`src/rtl/stream_mux_rr.sv`:
```
// stream_mux_rr: N-channel, W-bit valid/ready stream multiplexer.
// A round-robin arbiter picks one channel per cycle into a single-entry
// registered output stage.
// Optional packet lock: define STREAM_MUX_RR_LOCK_EN. This adds in_last/out_last
// and holds the grant on one channel until it sends the end of its packet.
module stream_mux_rr #(
  parameter int unsigned N = 8,
  parameter int unsigned W = 8
) (
  input  logic                 clk,
  input  logic                 rst_n,
  input  logic [N-1:0]         in_valid,
  input  logic [N*W-1:0]       in_data,
  output logic [N-1:0]         in_ready,
`ifdef STREAM_MUX_RR_LOCK_EN
  input  logic [N-1:0]         in_last,
  output logic                 out_last,
`endif
  output logic                 out_valid,
  output logic [W-1:0]         out_data,
  output logic [$clog2(N)-1:0] out_sel,
  input  logic                 out_ready
);

  localparam int unsigned SELW = $clog2(N);

  logic [SELW-1:0] ptr_q, ptr_d;
  logic            out_valid_q, out_valid_d;
  logic [W-1:0]    out_data_q, out_data_d;
  logic [SELW-1:0] out_sel_q, out_sel_d;

  logic            can_accept_c;
  logic            grant_vld_c;
  logic [SELW-1:0] grant_c;
  logic [SELW-1:0] cand_c;
  logic            xfer_c;

`ifdef STREAM_MUX_RR_LOCK_EN
  logic            lock_q, lock_d;
  logic [SELW-1:0] lock_sel_q, lock_sel_d;
  logic            out_last_q, out_last_d;
  logic            xfer_last_c;
`endif

  assign can_accept_c = !out_valid_q || out_ready;

  // Round-robin search starting one past the last-served channel.
  always_comb begin
    grant_vld_c = 1'b0;
    grant_c     = '0;
    cand_c      = '0;
    for (int unsigned k = 1; k <= N; k++) begin
      cand_c = SELW'((32'(ptr_q) + k) % N);
      if (!grant_vld_c && in_valid[cand_c]) begin
        grant_vld_c = 1'b1;
        grant_c     = cand_c;
      end
    end
`ifdef STREAM_MUX_RR_LOCK_EN
    // An open packet keeps the grant even while its producer idles.
    if (lock_q) begin
      grant_vld_c = 1'b1;
      grant_c     = lock_sel_q;
    end
`endif
  end

  assign xfer_c = can_accept_c && grant_vld_c && in_valid[grant_c];

`ifdef STREAM_MUX_RR_LOCK_EN
  assign xfer_last_c = in_last[grant_c];
`endif

  // One-hot ready to the granted channel; this stays silent during reset.
  always_comb begin
    in_ready = '0;
    if (rst_n && can_accept_c && grant_vld_c) begin
      in_ready[grant_c] = 1'b1;
    end
  end

  // Next-state for the output register, pointer and lock.
  always_comb begin
    out_valid_d = out_valid_q;
    out_data_d  = out_data_q;
    out_sel_d   = out_sel_q;
    ptr_d       = ptr_q;
`ifdef STREAM_MUX_RR_LOCK_EN
    lock_d      = lock_q;
    lock_sel_d  = lock_sel_q;
    out_last_d  = out_last_q;
`endif
    if (xfer_c) begin
      out_valid_d = 1'b1;
      out_data_d  = in_data[32'(grant_c)*W +: W];
      out_sel_d   = grant_c;
`ifdef STREAM_MUX_RR_LOCK_EN
      out_last_d  = xfer_last_c;
      lock_d      = !xfer_last_c;
      lock_sel_d  = grant_c;
      if (xfer_last_c) begin
        ptr_d = grant_c;
      end
`else
      ptr_d       = grant_c;
`endif
    end else if (can_accept_c) begin
      out_valid_d = 1'b0;
    end
  end

  // State registers; the pointer resets to N-1 so channel 0 has first priority.
  always_ff @(posedge clk or negedge rst_n) begin
    if (!rst_n) begin
      ptr_q       <= SELW'(N - 1);
      out_valid_q <= 1'b0;
      out_data_q  <= '0;
      out_sel_q   <= '0;
`ifdef STREAM_MUX_RR_LOCK_EN
      lock_q      <= 1'b0;
      lock_sel_q  <= '0;
      out_last_q  <= 1'b0;
`endif
    end else begin
      ptr_q       <= ptr_d;
      out_valid_q <= out_valid_d;
      out_data_q  <= out_data_d;
      out_sel_q   <= out_sel_d;
`ifdef STREAM_MUX_RR_LOCK_EN
      lock_q      <= lock_d;
      lock_sel_q  <= lock_sel_d;
      out_last_q  <= out_last_d;
`endif
    end
  end

  assign out_valid = out_valid_q;
  assign out_data  = out_data_q;
  assign out_sel   = out_sel_q;
`ifdef STREAM_MUX_RR_LOCK_EN
  assign out_last  = out_last_q;
`endif

endmodule

```
`config.mk`:
```
export PLATFORM = sky130hd
export DESIGN_NAME = stream_mux_rr
export DESIGN_NICKNAME = d
export VERILOG_FILES = /design/src/rtl/stream_mux_rr.sv
export SDC_FILE = /design/constraint.sdc
export NUM_CORES = 1
export LEC_CHECK = 0
export ABC_AREA = 0
export CELL_PAD_IN_SITES_DETAIL_PLACEMENT = 0
export CELL_PAD_IN_SITES_GLOBAL_PLACEMENT = 1
export CORE_MARGIN = 2
export CORE_UTILIZATION = 27
export DETAILED_ROUTE_END_ITERATION = 10
export PLACE_DENSITY_LB_ADDON = 0.1
export SYNTH_ARGS = -nofsm -noshare
export SYNTH_HDL_FRONTEND = slang
export SYNTH_SLANG_ARGS = --single-unit
export TNS_END_PERCENT = 1
```
`constraint.sdc`:
```
create_clock -name clk -period 4.2 [get_ports clk]
set_input_delay 0.63 -clock clk [delete_from_list [all_inputs] [get_ports clk]]
set_output_delay 0.63 -clock clk [all_outputs]
set_load 0.01 [all_outputs]
```
=== Word-level counts from Yosys, hierarchy flattened ===
Cells that the tools add are included.

* Output and inout bits: 20
* Flip-flop bits (word level): 15
* Word-level logic and storage cells: 84
* Bits of input ports: 75

* Reductions and logical operators: 22
* Muxes and demuxes: 39
* Shift operators: 1
* Add/subtract/negate cells: 8
* Order comparisons: 10

{| class="wikitable"
|+ Operators with widths
! cell !! number
|-
| $shiftx 64x7->8 || 1
|-
| $lt 3x4->1 const B || 9
|-
| $bmux 1 s3 || 9
|-
| $mux 3 || 8
|-
| $mux 1 || 20
|-
| $add 3x3->3 const B || 4
|-
| $logic_and 1x1->1 || 12
|-
| $logic_not 1->1 || 8
|-
| $mux 8 || 1
|-
| $add 3x1->3 const B || 2
|-
| $add 3x2->3 const B || 2
|-
| $demux 1 s3 || 1
|-
| $ge 3x1->1 const B || 1
|-
| $reduce_bool 2->1 || 1
|-
| $logic_or 1x1->1 || 1
|}

=== Depth between registers and ports, before layout ===
Gate-level depths: netlist of the first run.

* Depth after elaboration: 30
* Depth in mapped cells: 17
* Gate-level depth less buffers: 11

=== Worst setup path after synthesis of the first run ===
No wires, ideal clock.

* Path type: flip-flop to output port
* From: reg ptr_q[0]
* To: out in_ready[1]
* Required time: 3.570 ns
* Setup slack: 0.071 ns
* Stages on the path, launching flop included: 17
* Buffers on the path: 6
* Arrival: 3.499 ns
* Path through: dfstp_2 > buf_6 > buf_2 > inv_1 > ha_1 > buf_4 > buf_4 > mux2i_1 > mux4_2 > a21o_1 > a21bo_1 > a211oi_2 > or2_1 > buf_4 > buf_4 > nand2_1 > nor2_1

* Word-level cells in the longest chain between the ends: 30
* Elaborated cells between the ends (all ways): 61
* Those cells by class: 8 x add/sub; 2 x order compare; 35 x mux; 16 x reduce/logical

{| class="wikitable"
|+ Ends and longest elaborated chain
! element !! line !! RTL
|-
| start, declared || 27 || <nowiki>logic [SELW-1:0] ptr_q, ptr_d;</nowiki>
|-
| start signal, assigned || 115 || <nowiki>ptr_q <= SELW'(N - 1);</nowiki>
|-
| start signal, assigned || 125 || <nowiki>ptr_q <= ptr_d;</nowiki>
|-
| $add 3x1->3 || 53 || <nowiki>cand_c = SELW'((32'(ptr_q) + k) % N);</nowiki>
|-
| $bmux 1 s3 || 54 || <nowiki>if (!grant_vld_c && in_valid[cand_c]) begin</nowiki>
|-
| $mux 1 (not written as such) || 54 ||
|-
| $mux 1 || 54 ||
|-
| $logic_not 1->1 || 54 ||
|-
| $logic_and 1x1->1 || 54 ||
|-
| $mux 1 || 54 ||
|-
| $logic_not 1->1 || 54 ||
|-
| (+14 left out) || - ||
|-
| $logic_not 1->1 || 54 ||
|-
| $logic_and 1x1->1 || 54 ||
|-
| $mux 3 || 54 ||
|-
| $lt 3x4->1 (not written as such) / $ge 3x1->1 (equally long branches) || 78 || <nowiki>in_ready[grant_c] = 1'b1;</nowiki>
|-
| $logic_and 1x1->1 (not written as such) || 78 ||
|-
| $mux 1 (not written as such) || 78 ||
|-
| $demux 1 s3 || 78 ||
|-
| $mux 8 * || 77 || <nowiki>if (rst_n && can_accept_c && grant_vld_c) begin</nowiki>
|-
| end, declared || 14 || <nowiki>output logic [N-1:0] in_ready,</nowiki>
|}

Every way passes the cells marked *; elsewhere a longest branch is shown, timed or not. The select of a mux whose other input is x is not followed.

=== Final worst setup path of the first run ===
* From: reg ptr_q[0]
* To: out in_ready[7]

The elaborated chain is that of the path after synthesis.

==> results of run 1 <==
## layout make-up
class | instances | area (sq um) | area share [%]
multi-input cells | 220 | 1650 | 47.1
repair buffers | 137 | 1260 | 36.1
well taps | 102 | 128 | 3.65
clock buffers | 4 | 45.0 | 1.29
inverters | 10 | 37.5 | 1.07
flip-flops and latches | 15 | 379 | 10.8
## path summary, 6_finish.rpt
| path | start | end | cells past startpoint |
|---|---|---|---|
| worst max-delay path | ptr_q[0]$_DFFE_PN1P_ | in_ready[7] | 13 |
| worst min-delay path | out_sel[1]$_DFFE_PN0P_ | out_sel[1]$_DFFE_PN0P_ | 1 |
| worst max register to register | ptr_q[0]$_DFFE_PN1P_ | out_data[0]$_DFFE_PN0P_ | 14 |
| worst min register to register | out_sel[1]$_DFFE_PN0P_ | out_sel[1]$_DFFE_PN0P_ | 1 |
| max in group asynchronous | rst_n | ptr_q[0]$_DFFE_PN1P_ | 2 |
| min in group asynchronous | rst_n | out_sel[0]$_DFFE_PN0P_ | 2 |
## flip-flops by register name, indices dropped and copies added, names as in the netlist
register and flops:
out_data 8, out_sel 3, out_valid 1, ptr_q 3
## layer usage
layer / track usage, % / vias to the layer above / part of all wire (%)
met2: 29.4 / 56 / 48
met5: 0 / - / 0
met4: 2.17 / 0 / 0.31
met1: 24.7 / 1175 / 48
li1: - / 1251 / -
met3: 2.81 / 2 / 4.6
## synth_stat cells (3+ instances only)
master    number  area share, %
o21ai_0        4           0.92
nand2_1       45            7.8
a211oi_1       3            1.0
a21o_1         4            1.4
nor2b_1        4            1.2
and2_1         3           0.86
a22oi_1        5            1.7
clkbuf_1       5           0.86
buf_2          5            1.2
a221oi_1       8            3.2
nor3_1         7            1.6
inv_1         10            1.7
dfstp_2        3            3.6
nand2b_1       3           0.86
a32oi_1        8            3.2
a31oi_1        3           0.86
a21oi_1       25            5.8
buf_6          3            1.6
mux4_2         5            5.2
dfrtp_1       12             14
a221o_1       10            4.6
buf_4          6            2.1
nor2_1        15            2.6
mux2_2         8            4.1
mux2i_1       27             12
## report_power, final
part,switching [mW],leakage (nW),total [mW],internal [mW]
Sequential,0.0728,0.173,0.315,0.242
Combinational,1.85,1.30,3.49,1.64
Clock,0.0552,0.0228,0.122,0.0673
## metrics by stage
step | power, mW | instances
2_1_floorplan | 2.79 | 266
4_1_cts | 3.95 | 488
5_1_grt | 4.35 | 488
3_3_place_gp | 3.77 | 484
6_report | 3.93 | 488
3_5_place_dp | 3.77 | 484
## timing repair
action                                 CTS  global route
cloned                                   0             0
setup endpoints to repair                8             8
resized for setup                       10             6
pin swaps                                1             0
endpoints found under the hold margin    0             0
## layout by cell type (no fill, tap or decap), types with 10 or more instances in the layout
cell type | Yosys | final
clkdlybuf4s50_1 | 0 | 86
nand2_1 | 45 | 45
buf_4 | 6 | 42
mux2i_1 | 27 | 27
a21oi_1 | 25 | 25
nor2_1 | 15 | 15
dfrtp_1 | 12 | 12
inv_1 | 10 | 10
a221o_1 | 10 | 10
## kinds of logic (layout without fill, tap and decap cells)
group / Yosys count / count (layout) / share of synthesized area [%]
buf+inv: 31 / 151 / 8.23
xor+xnor: 3 / 3 / 1.90
mux: 42 / 42 / 23.1
simple gates: 86 / 86 / 17.6
fa+ha+maj: 2 / 2 / 1.15
flops: 15 / 15 / 17.4
compound gates: 87 / 87 / 30.6
==> metrics, run 1 <==
vias in the first global route 2443; dpl ws -0.209 ns; TritonCTS clock tree built; P&R area growth vs syn 60.9%; setup TNS -0.182 ns; Post-CTS Setup Repair Bufs 0; Worst Tran Pin Value 0.851 ns; clk_skew 0.00258 ns; TritonCTS Buffers 3; Fmax 233 MHz; # rows 32; antenna violations before repair 0; die area 8780 sq um; Synth Cell Area 2170 sq um; 1st-iter DRT viols 52; DRC 0; post-synthesis async set-or-reset flop share 100%; crit path max fanout 10; Rel. slew slack 43.0%; Finished Cell Area 3500 sq um; port buffer count 94; failing checks negative setup slack; WP data required 3.57 ns; max cap viols 0; placed inst area 3430 sq um; Detail Route Antenna Nets 0; Worst path top cell family by delay multiplexers; Worst-path clk slew 0.07 ns; fill count 795; CTS max path bufs 2; Initial Util 28.0%; io pins 95; Primary FF master, synth dfrtp_1; # hold bufs at CTS 0; status finished with violations; reg2reg setup slack 0.48 ns; crit path cell chain inv_1 > ha_4 > buf_4 > mux2i_1 > mux4_2 > mux2_4 > a21oi_1 > o32ai_1 > o22ai_2 > buf_4 > nand2b_1 > nor2_1 > clkdlybuf4s50_1; Hold/Removal Path Class flip-flop to flip-flop; nets 464; PwrDens 1120 nW/um^2; Fin Hold WS 0.489 ns; htree depth 1; final core occ 45.0%; dpl hpwl 6160 um; Clock Tree Root clkbuf_8; Arr. time, crit path 3.66 ns; CP max-delay cell dfstp_2; FF+latch count, synth 15; Synth Instances 266; Most common cell on crit path buf_4; Yosys cell types 54; drt pass-1 iters 4; Slew Viols, Final 0; Leak Pwr 1.50 nW; core area 7770 sq um; worst setup margin -0.0914 ns; vias 2484; clk sink count 15; synthesized net count 343; Critical Path Start Type flip-flop; Worst VDD drop 0.00138 V; die width 93.7 um; RSZ-0062 raised after global routing true; Synth Area per Inst 8.17 sq um; period utilization 102%; Worst Setup End Kind primary output; DR WL/cell 15.8 um; number of synthesized flops with an enable pin 0; via-per-instance ratio 5.09; setup-violating endpoint count in the final report 2; largest net degree at the start of global routing 33; critical path's largest stage delay 0.54 ns; # diodes 0; die height 93.7 um; share of cells above drive strength 1 20.7%; worst-skew pair later-pin latency 0.25 ns; sequential-to-total area share from yosys stat 17.4%; CP bufs+invs 4; drt total wl 7720 um; Hold Fails Final Rpt 0; Total GRT Usage 17.6%; first-pass GRT wire length 12300 um; CP Class flip-flop to primary output; total gr overflow 0; RePlAce Congestion 0.856; Synth Warn # 0; Final Critical Period 4.29 ns
Note: power is estimated with default switching activity, not from simulation.
==> run 2: changes to the inputs <==
- PLACE_DENSITY_LB_ADDON: 0.1 -> 0.25
- TNS_END_PERCENT: 1 -> 30
==> metrics, run 2 (synthesis gave the netlist of run 1 again) <==
area occupied by multi-input gates 1660 sq um (was 1650 sq um); Worst Setup End Kind primary output (unchanged); drt pass-1 iters 4 (unchanged); DRC 0 (unchanged); most common cell after layout, fill and taps aside clkdlybuf4s50_1 (unchanged); share of cells above drive strength 1 23.5% (was 20.7%); final core occ 45.9% (was 45.0%); most frequent cells in the layout 85 x clkdlybuf4s50_1, 51 x buf_4, 45 x nand2_1, 27 x mux2i_1, 25 x a21oi_1 (was 86 x clkdlybuf4s50_1, 45 x nand2_1, 42 x buf_4, 27 x mux2i_1, 25 x a21oi_1); total gr overflow 0 (unchanged); worst setup path start ptr_q[0]$_DFFE_PN1P_ (unchanged); Rel. slew slack 67.8% (was 43.0%); RePlAce Congestion 0.821 (was 0.856); antenna violations before repair 0 (unchanged); core area 7770 sq um (unchanged); reg2reg setup slack 0.57 ns (was 0.48 ns); fin cells 497 (was 488); nets 473 (was 464); die width 93.7 um (unchanged); critical path's largest stage delay 0.54 ns (about the same); Slew Viols, Final 0 (unchanged); Most common cell on crit path buf_4 (unchanged); Storage cell area 379 sq um (unchanged); setup TNS 0 ns (was -0.182 ns); fill count 798 (was 795); Worst-path clk slew 0.06 ns (was 0.07 ns); RSZ-0062 raised after global routing false (was true); max reg flops 8 (unchanged); largest net degree at the start of global routing 33 (unchanged); 1st-iter DRT viols 143 (was 52); die height 93.7 um (unchanged); WP data required 3.57 ns (about the same); Total GRT Usage 17.6% (about the same); first-pass GRT wire length 12400 um (was 12300 um); DR WL/cell 15.5 um (was 15.8 um); CP Class flip-flop to primary output (unchanged); crit path max fanout 10 (unchanged); clk sink count 15 (unchanged); reg2reg path depth 14 (unchanged); vias in the first global route 2468 (was 2443); crit path to in_ready[4] (was in_ready[7]); dpl hpwl 6340 um (was 6160 um); die area 8780 sq um (unchanged); Detail Route Antenna Nets 0 (unchanged); CP max-delay cell dfstp_2 (unchanged); # placed instances 490 (was 484); Reg-to-Reg End out_data[7]$_DFFE_PN0P_ (was out_data[0]$_DFFE_PN0P_); worst setup margin 0.164 ns (was -0.0914 ns); RR Startpoint ptr_q[0]$_DFFE_PN1P_ (unchanged); Arr. time, crit path 3.41 ns (was 3.66 ns); period utilization 96.1% (was 102%); Hold/Removal Path Class flip-flop to flip-flop (unchanged); Clock Tree Root clkbuf_8 (unchanged); worst-skew pair later-pin latency 0.24 ns (was 0.25 ns); Hold Path Stages 1 (unchanged); # diodes 0 (unchanged); Fmax 248 MHz (was 233 MHz); drt total wl 7710 um (was 7720 um); # rows 32 (unchanged); Initial Util 28.0% (unchanged); Critical Path Start Type flip-flop (unchanged); htree depth 1 (unchanged); crit path cell chain inv_1 > ha_4 > buf_4 > mux2i_1 > mux4_2 > mux2_4 > o2111ai_2 > o32ai_2 > o22ai_2 > buf_4 > nand2_1 > nor2_1 > dlygate4sd2_1 (was inv_1 > ha_4 > buf_4 > mux2i_1 > mux4_2 > mux2_4 > a21oi_1 > o32ai_1 > o22ai_2 > buf_4 > nand2b_1 > nor2_1 > clkdlybuf4s50_1); TritonCTS clock tree built (unchanged); io pins 95 (unchanged); clk_skew 0.00413 ns (was 0.00258 ns); status completed (was finished with violations); setup-violating endpoint count in the final report 0 (was 2); port buffer count 94 (unchanged); P&R area growth vs syn 64.0% (was 60.9%); TritonCTS Buffers 3 (unchanged); dpl ws -0.148 ns (was -0.209 ns); Final Critical Period 4.04 ns (was 4.29 ns); Worst Tran Pin Value 0.483 ns (was 0.851 ns); via-per-instance ratio 5.08 (was 5.09); Hold Fails Final Rpt 0 (unchanged); vias 2524 (was 2484); max cap viols 0 (unchanged); CTS max path bufs 2 (unchanged)
==> run 2: cell count changes in the layout (fill, tap and decap cells not counted) <==
cell             delta
buf_4               +9
clkbuf_1            -1
o32ai_1             -1
clkdlybuf4s50_1     -1
clkinv_2            +1
dlymetal6s2s_1      -1
a211oi_1            -1
clkbuf_2            +2
or2_1               +1
o32ai_2             +1
or2_4               -1
a211oi_2            +1
==> run 2: stage by stage <==
stage / area (sq um) / hold slack [ns]
finish: 3560 / 0.496
global route: 3560 / 0.512
CTS: 3540 / 0.498
detailed placement: 3470 / 0.470
global placement: 3470 / 0.495
floorplan: 2170 / 0.334
==> run 2: repair_timing <==
| action | 4_1_cts | 5_1_grt |
|---|---|---|
| hold buffers | 0 | 0 |
| endpoints found under the setup margin | 8 | 7 |
| setup buffers | 2 | 1 |
| resized for setup | 11 | 11 |
| pin swaps | 1 | 2 |
==> run 2: critical path: cells and delay by family (launching register included) <==
family	cells	cell delay (ns)
muxes	3	0.93
DFF	1	0.54
adders and majority gates	1	0.35
and+or+nand+nor	2	0.16
AOI/OAI and AO/OA	3	0.48
buffers and inverters	4	0.68
==> run 2: final cells by class <==
type                    count  area share [%]
multi-input cells         220            46.5
repair buffers            146            36.9
flip-flops and latches     15            10.6
well taps                 102            3.58
clock buffers               3            1.16
inverters                  10            1.05
clock inverters             1           0.140
==> run 2: how the worst min path moves through the flow <==
stage | start | end | slack (ns)
CTS | out_sel[1]$_DFFE_PN0P_ | out_sel[1]$_DFFE_PN0P_ | 0.50
global route | out_sel[1]$_DFFE_PN0P_ | out_sel[1]$_DFFE_PN0P_ | 0.51
global placement | out_sel[1]$_DFFE_PN0P_ | out_sel[1]$_DFFE_PN0P_ | 0.50
floorplan | rst_n | out_data[0]$_DFFE_PN0P_ | 0.33
detailed placement | out_sel[1]$_DFFE_PN0P_ | out_sel[1]$_DFFE_PN0P_ | 0.47
finish | out_sel[1]$_DFFE_PN0P_ | out_sel[1]$_DFFE_PN0P_ | 0.50
==> run 2: per-layer routing <==
| metal | part of all wire, % | up-vias | global-route usage (%) | routed length [um] |
|---|---|---|---|---|
| li1 | - | 1267 | - | - |
| met1 | 45 | 1201 | 25.1 | 3440 |
| met2 | 50 | 54 | 28.9 | 3860 |
| met3 | 4.8 | 2 | 1.85 | 368 |
| met4 | 0.40 | 0 | 3.14 | 31 |
| met5 | 0 | - | 0 | 0 |
Power of run 2 is left out: the tool's default activity adds up to more than one toggle a clock period on the data nets, which glitch-free logic cannot reach.
